[config.mk]
export PLATFORM = sky130hd
export DESIGN_NAME = uart_rx
export DESIGN_NICKNAME = d
export VERILOG_FILES = /design/src/rtl/uart_pkg.sv /design/src/rtl/sync_bit_2ff.sv /design/src/rtl/uart_rx.sv
export SDC_FILE = /design/constraint.sdc
export NUM_CORES = 1
export LEC_CHECK = 0
export CAP_MARGIN = 20
export CORE_ASPECT_RATIO = 1.1
export CORE_MARGIN = 2
export CORE_UTILIZATION = 45
export DETAILED_ROUTE_END_ITERATION = 7
export PLACE_DENSITY_LB_ADDON = 0.1
export SKIP_CTS_REPAIR_TIMING = 1
export SLEW_MARGIN = 25
export SYNTH_ARGS = -nofsm -noshare
export SYNTH_HDL_FRONTEND = slang
export SYNTH_SLANG_ARGS = --single-unit
export TNS_END_PERCENT = 1
[constraint.sdc]
create_clock -name rx_sclk_i -period 1.6 [get_ports rx_sclk_i]
set_input_delay 0.32 -clock rx_sclk_i [delete_from_list [all_inputs] [get_ports rx_sclk_i]]
set_output_delay 0.32 -clock rx_sclk_i [all_outputs]
set_load 0.005 [all_outputs]
[src/rtl/uart_pkg.sv]
// ----------------------------------------------------------------------------
// uart_pkg : shared UART frame constants and receiver state encoding
// Rev 1.0  : initial release
// ----------------------------------------------------------------------------
`default_nettype none

package uart_pkg;

  localparam int DATA_BITS = 8;

  // Line levels shared with the transmit side.
  localparam logic START_BIT = 1'b0;
  localparam logic STOP_BIT  = 1'b1;

  localparam logic [2:0] S_IDLE_ENC      = 3'd0;
  localparam logic [2:0] S_START_ENC     = 3'd1;
  localparam logic [2:0] S_DATA_ENC      = 3'd2;
  localparam logic [2:0] S_STOP_ENC      = 3'd3;
  localparam logic [2:0] S_WAIT_HIGH_ENC = 3'd4;

  typedef enum logic [2:0] {
    IDLE      = S_IDLE_ENC,
    START     = S_START_ENC,
    DATA      = S_DATA_ENC,
    STOP      = S_STOP_ENC,
    WAIT_HIGH = S_WAIT_HIGH_ENC
  } rx_state_e;

endpackage

`default_nettype wire

[src/rtl/sync_bit_2ff.sv]
// ----------------------------------------------------------------------------
// sync_bit_2ff : two-flop synchronizer for one asynchronous bit, resets to 1
// Rev 1.0      : initial release
// ----------------------------------------------------------------------------
`default_nettype none

module sync_bit_2ff (
  input  logic clk_i,
  input  logic srst_i,
  input  logic d_i,
  output logic q_o
);

  logic meta_q;
  logic sync_q;

  always_ff @(posedge clk_i) begin
    if (srst_i) begin
      meta_q <= 1'b1;
      sync_q <= 1'b1;
    end else begin
      meta_q <= d_i;
      sync_q <= meta_q;
    end
  end

  assign q_o = sync_q;

endmodule

`default_nettype wire

[src/rtl/uart_rx.sv]
// ----------------------------------------------------------------------------
// uart_rx : oversampled UART receiver with valid/ready byte output,
//           framing-error and overrun pulses
// Rev 1.0 : initial release
// ----------------------------------------------------------------------------
`default_nettype none

module uart_rx
  import uart_pkg::*;
#(
  parameter int OVERSAMPLE = 16,
  parameter int DATA_BITS  = uart_pkg::DATA_BITS
) (
  input  logic                 rx_sclk_i,
  input  logic                 rx_srst_i,
  input  logic                 rx_sdata_i,
  input  logic                 rx_pready_i,
  output logic [DATA_BITS-1:0] rx_pdata_o,
  output logic                 rx_pdata_valid_o,
  output logic                 rx_frame_err_o,
  output logic                 rx_overrun_o
);

  localparam int                CNT_W    = $clog2(OVERSAMPLE);
  localparam logic [CNT_W-1:0]  CNT_ONE  = CNT_W'(1);
  localparam logic [CNT_W-1:0]  CNT_MID  = CNT_W'(OVERSAMPLE / 2 - 1);
  localparam logic [CNT_W-1:0]  CNT_LAST = CNT_W'(OVERSAMPLE - 1);
  localparam logic [2:0]        IDX_LAST = 3'(DATA_BITS - 1);

  logic                 s_line;
  rx_state_e            state_q,   state_d;
  logic [CNT_W-1:0]     cnt_q,     cnt_d;
  logic [2:0]           bit_idx_q, bit_idx_d;
  logic [DATA_BITS-1:0] shreg_q,   shreg_d;
  logic                 deliver_q, deliver_d;
  logic                 ferr_q,    ferr_d;
  logic [DATA_BITS-1:0] pdata_q,   pdata_d;
  logic                 valid_q,   valid_d;
  logic                 ovr_q,     ovr_d;

  sync_bit_2ff u_sync (
    .clk_i  (rx_sclk_i),
    .srst_i (rx_srst_i),
    .d_i    (rx_sdata_i),
    .q_o    (s_line)
  );

  always_ff @(posedge rx_sclk_i) begin
    if (rx_srst_i) begin
      state_q   <= IDLE;
      cnt_q     <= '0;
      bit_idx_q <= '0;
      shreg_q   <= '0;
      deliver_q <= 1'b0;
      ferr_q    <= 1'b0;
      pdata_q   <= '0;
      valid_q   <= 1'b0;
      ovr_q     <= 1'b0;
    end else begin
      state_q   <= state_d;
      cnt_q     <= cnt_d;
      bit_idx_q <= bit_idx_d;
      shreg_q   <= shreg_d;
      deliver_q <= deliver_d;
      ferr_q    <= ferr_d;
      pdata_q   <= pdata_d;
      valid_q   <= valid_d;
      ovr_q     <= ovr_d;
    end
  end

  always_comb begin
    state_d   = state_q;
    cnt_d     = cnt_q;
    bit_idx_d = bit_idx_q;
    shreg_d   = shreg_q;
    deliver_d = 1'b0;
    ferr_d    = 1'b0;
    pdata_d   = pdata_q;
    valid_d   = valid_q;
    ovr_d     = 1'b0;

    unique case (state_q)
      IDLE: begin
        if (s_line == START_BIT) begin
          state_d = START;
          cnt_d   = '0;
        end
      end
      START: begin
        cnt_d = cnt_q + CNT_ONE;
        if (cnt_q == CNT_MID) begin
          if (s_line == START_BIT) begin
            state_d   = DATA;
            cnt_d     = '0;
            bit_idx_d = '0;
          end else begin
            state_d = IDLE;
          end
        end
      end
      DATA: begin
        cnt_d = (cnt_q == CNT_LAST) ? '0 : cnt_q + CNT_ONE;
        if (cnt_q == CNT_LAST) begin
          shreg_d   = {s_line, shreg_q[DATA_BITS-1:1]};
          bit_idx_d = bit_idx_q + 3'd1;
          if (bit_idx_q == IDX_LAST) begin
            state_d = STOP;
            cnt_d   = '0;
          end
        end
      end
      STOP: begin
        cnt_d = cnt_q + CNT_ONE;
        if (cnt_q == CNT_LAST) begin
          // Returning to IDLE mid stop bit lets the next start edge follow directly.
          if (s_line == STOP_BIT) begin
            deliver_d = 1'b1;
            state_d   = IDLE;
          end else begin
            ferr_d  = 1'b1;
            state_d = WAIT_HIGH;
          end
        end
      end
      WAIT_HIGH: begin
        if (s_line == STOP_BIT) begin
          state_d = IDLE;
        end
      end
      default: begin
        state_d = IDLE;
      end
    endcase

    if (valid_q && rx_pready_i) begin
      valid_d = 1'b0;
    end
    // A byte arriving in the same cycle the old one is taken replaces it cleanly.
    if (deliver_q) begin
      if (!valid_q || rx_pready_i) begin
        pdata_d = shreg_q;
        valid_d = 1'b1;
      end else begin
        ovr_d = 1'b1;
      end
    end
  end

  assign rx_pdata_o       = pdata_q;
  assign rx_pdata_valid_o = valid_q;
  assign rx_frame_err_o   = ferr_q;
  assign rx_overrun_o     = ovr_q;

endmodule

`default_nettype wire

# ---- Word-level counts from Yosys, hierarchy flattened
# Index checks and enable logic that the tools add are counted.
dict set report classes {
  addsub 2
  n_eq_ne 14
  n_mux 26
  bitwise 3
  reduce_logical 13
}
# op n
set ops {}
lappend ops {{two-way mux 3 bit} 10}
lappend ops {{two-way mux 4 bit} 6}
lappend ops {{one-hot mux 4 bit (4 select lines)} 1}
lappend ops {{one-hot mux 3 bit (5 select lines)} 1}
lappend ops {{inequality test 2 bit, second input constant} 6}
lappend ops {{== test 3 x 2 -> 1 bit, second input constant} 2}
lappend ops {{== test 3 bit, second input constant} 2}
lappend ops {{two-way mux 1 bit} 6}
lappend ops {{one-hot mux 3 bit (2 select lines)} 1}
lappend ops {{AND reduction 2 bit} 3}
lappend ops {{AND reduction 6 bit} 1}
lappend ops {{adder 4 x 1 -> 4 bit, second input constant} 1}
lappend ops {{== test 4 x 3 -> 1 bit, second input constant} 1}
lappend ops {{== test 4 bit, second input constant} 1}
lappend ops {{AND reduction 4 bit} 1}
lappend ops {{nonzero test 4 bit} 1}
lappend ops {{adder 3 x 1 -> 3 bit, second input constant} 1}
lappend ops {{== test 3 x 1 -> 1 bit, second input constant} 1}
lappend ops {{zero test 3 bit} 1}
lappend ops {{NOT 1 bit} 3}
lappend ops {{OR reduction 3 bit} 1}
lappend ops {{two-way mux 2 bit} 1}
lappend ops {{inequality test 2 x 1 -> 1 bit, second input constant} 1}
lappend ops {{nonzero test 2 bit} 1}
lappend ops {{other kinds (4)} 4}
dict set report totals {
  register_bits 32
  in_bits 4
  out_inout_bits 11
  wordCells 69
}

# ---- Depth between registers and ports, before layout
dict set report depth {
  ltp_word 5
  ltp_mapped 6
  mapped_depth_nobuf 5
}

# ---- By module
# From an unflattened synthesis, not the netlist that was laid out.
dict set report unflattened {
  cells_unflattened 149
  area_unflattened_um2 1353.8
}
# module n_inst cells_each area_per_inst_um2 seq_area_each_um2
set modules_own_cells {}
lappend modules_own_cells {uart_rx 1 145 1301.2 600.6}
lappend modules_own_cells {sync_bit_2ff 1 4 52.6 40.0}

# ---- Worst setup path before layout
# OpenSTA, ideal clock, no wires.
dict set report synth_path {
  path_type {register to register}
  from {register cnt_q[0]}
  to {register shreg_q[0]}
  setup_time_ps 128
  t_arrival_ps 1406
  required_time_ps 1472
  slack_ps 66
  path_stages_with_launch 7
  n_path_buf 1
  synth_period_minus_slack_ps 1534
  path_cell_list {dfxtp_1 > ha_1 > nand3_1 > nor4b_2 > buf_4 > mux2i_1 > nor2_1}
}
dict set report synth_between {
  elab_chain_cells 2
}
# item line_no
set synth_rtl {}
lappend synth_rtl {{from (decl)} uart_rx.sv:32} ;# logic [CNT_W-1:0] cnt_q, cnt_d;
lappend synth_rtl {{from (signal assigned)} uart_rx.sv:61} ;# cnt_q <= cnt_d;
lappend synth_rtl {{== test 4 bit} uart_rx.sv:104} ;# if (cnt_q == CNT_LAST) begin
lappend synth_rtl {{AND reduction 2 bit (no source line)} n/a}
lappend synth_rtl {{to (signal assigned)} uart_rx.sv:63} ;# shreg_q <= shreg_d;
lappend synth_rtl {{to (decl)} uart_rx.sv:34} ;# logic [DATA_BITS-1:0] shreg_q, shreg_d;
# Every way passes these cells.
# A chain may end at the register's enable or synchronous reset.

# ---- Final worst setup path
dict set report layout_path {
  from {register cnt_q[0]}
  to {register shreg_q[1]}
}
# The elaborated chain is that of the path after synthesis.

==> flow_metrics.env <==
export IMPL_ys_top_cells_by_count="dfxtp_1, nor2_1, mux2i_1"
export IMPL_fillerInstances=250
export IMPL_netlist_area_leader_share=0.489
export IMPL_slowest_stage="dfxtp_4"
export IMPL_place_congestion=0.846
export IMPL_final_layout_size_suffix_gt1_frac=0.196
export IMPL_grt_antenna_before_repair=0
export IMPL_route_vias_total=1005
export IMPL_fin_tns_setup_ns=0
export IMPL_final_nets=165
export IMPL_setup_ws_ns=0.0914
export IMPL_min_path_type="flip-flop to flip-flop"
export IMPL_clk_pin_slew_ns=0.09
export IMPL_fin_crit_sh=0.943
export IMPL_place_port_buffers=14
export IMPL_die_h_um=60.6
export IMPL_dp_slack_ns=0.0233
export IMPL_critPathKind="flip-flop to flip-flop"
export IMPL_antenna_cells=0
export IMPL_die_area_um2=3360
export IMPL_yosys_warnings=0
export IMPL_overflow=0
export IMPL_initial_core_util=0.472
export IMPL_syn_inst=134
export IMPL_max_slew_margin=0.745
export IMPL_synth_top_area_cell="dfxtp_1"
export IMPL_drc_errors=0
export IMPL_tritoncts="yes"
export IMPL_required_ns=1.82
export IMPL_path_max_fanout=5
export IMPL_area_sequential_um2=647
export IMPL_synth_area_per_cell_um2=9.79
export IMPL_cpPeakStageDelay_ns=0.38
export IMPL_netlist_area_um2=1310
export IMPL_crit_buf_inv=1
export IMPL_synthArstFlopShare=0
export IMPL_hold_start="u_sync.meta_q"
export IMPL_synth_ff_type="dfxtp_1"
export IMPL_areaGrowthSynthToFinish_pct=25.0
export IMPL_worst_pin_slew_ns=0.382
export IMPL_gr_usage_all_layers=0.153
export IMPL_hold_slack_ns=0.424
export IMPL_crit_family="simple AND/OR/NAND/NOR gates"
export IMPL_htree_levels=2
export IMPL_first_pass_iters=4
export IMPL_synth_edf_count=0
export IMPL_critical_path_cell_chain="ha_4 > nand3_2 > nor4b_4 > buf_4 > mux2i_1 > nor2_1"
export IMPL_cellPowerDensity_nw_per_um2=803
export IMPL_cts_sinks=32
export IMPL_p_total_mw=1.32
export IMPL_synth_most_common_cell="dfxtp_1"
export IMPL_wl_per_cell_um=12.7
export IMPL_grt_pass1_wl_um=3900
export IMPL_core_um2=2780
export IMPL_worst_skew_pair_late_latency_ns=0.32
export IMPL_fp_dieW_um=55.5
export IMPL_setup_violations=0
export IMPL_multiInputGateArea_um2=638
export IMPL_cts_root_buf="clkbuf_4"
export IMPL_grt_setup_unrepaired="false"
export IMPL_startpoint="cnt_q[0]"
export IMPL_grt_max_degree=31
export IMPL_hpwl_um=1640
export IMPL_vias_per_cell=5.26
export IMPL_syn_nets=141
export IMPL_status="finished clean"
export IMPL_rows=20
export IMPL_synth_seq_cells=32
export IMPL_yosysUniqueCellTypes=34
export IMPL_finalHoldViolCount=0
export IMPL_ys_top_cells_by_area="dfxtp_1, mux2i_1, nor2_1"
export IMPL_routed_wl_um=2420
export IMPL_drv_slew=0
export IMPL_clk_path_buf_depth=2
export IMPL_layout_min_cycle_time_ns=1.51
export IMPL_power_leakage_nw=0.640
export IMPL_ys_seq_area_frac=0.489
export IMPL_grt_pass1_vias=898
export IMPL_max_freq_mhz=663
export IMPL_cts_inserted_buffers=5
export IMPL_fin_skew_ns=0.00353
export IMPL_maxCapViolations=0
export IMPL_critPathArrivalTime_ns=1.73
export IMPL_worstSetupStartpointType="flip-flop"
export IMPL_ant_nets=0
export IMPL_cp_end_kind="flip-flop"
export IMPL_irDropWorstVdd_mv=0.522
export IMPL_drt_initial_drc_count=22
export IMPL_r2r_start="cnt_q[0]"
export IMPL_io_pin_count=15
export IMPL_reg2reg_slack_ns=0.09
==> final cells by class <==
type | count | area share
clock buffer | 6 | 0.0252
multi-input combinational | 90 | 0.389
tap | 33 | 0.0252
inverter | 4 | 0.00916
sequential | 32 | 0.395
timing repair buffer | 25 | 0.153
clock inverter | 1 | 0.00305
==> stage by stage <==
step                      std cells  cell area [um2]  utilization
after floorplan                 134             1310            -
after global placement          182             1540        0.555
after detailed placement        182             1540        0.555
after CTS                       189             1590        0.572
after global routing            191             1640        0.590
final                           191             1640        0.590
==> metal layers <==
metal  routed length (um)  vias to the layer above  GRT usage
li1                     -                      516          -
met1                 1080                      468      0.162
met2                 1210                       16      0.270
met3                  103                        5     0.0554
met4                   31                        0     0.0836
met5                    0                        -          0
==> power by group <==
part,internal (mW),switching [mW],leakage [nW],total [mW]
Clock,0.162,0.246,0.0281,0.407
Sequential,0.807,0.00832,0.260,0.815
Combinational,0.0445,0.0499,0.351,0.0943
Total,1.01,0.304,0.640,1.32
==> placed cells by master, fill, tap and decap left out, types with 2 or more instances in the layout <==
cell type / synthesis / final
or4b_1: 2 / 2
buf_12: 0 / 2
nor3_1: 2 / 2
mux2i_1: 17 / 17
inv_1: 4 / 4
dfxtp_1: 32 / 29
or2_2: 2 / 2
nor3b_1: 2 / 2
nand2_1: 5 / 5
dfxtp_2: 0 / 2
nor2_1: 26 / 26
clkbuf_4: 0 / 5
nand3_1: 4 / 3
ha_1: 3 / 2
nand2b_1: 2 / 2
a21oi_1: 6 / 6
clkdlybuf4s50_1: 0 / 14
buf_4: 1 / 8
nand3b_1: 2 / 2
a211o_1: 2 / 2
a22oi_1: 2 / 2
==> cell families after synthesis <==
| logic type | after synthesis | share of synthesized area |
|---|---|---|
| and+or+nand+nor | 54 | 0.222 |
| DFF | 32 | 0.489 |
| muxes | 17 | 0.130 |
| AOI/OAI and AO/OA | 16 | 0.0859 |
| buffers and inverters | 12 | 0.0448 |
| adders and majority gates | 3 | 0.0286 |
==> flip-flops by register name, indices dropped and copies added, names as in the netlist <==
register          flops
rx_frame_err_o        1
u_sync.meta_q         1
shreg_q               8
state_q               3
deliver_q             1
rx_pdata_valid_o      1
u_sync.q_o            1
bit_idx_q             3
rx_overrun_o          1
cnt_q                 4
rx_pdata_o            8
==> path summary, 6_finish.rpt <==
path                end  cells past startpoint
max          shreg_q[1]                      6
min          u_sync.q_o                      1
max reg2reg  shreg_q[1]                      6
min reg2reg  u_sync.q_o                      1
(Power assumes the default switching activity.)
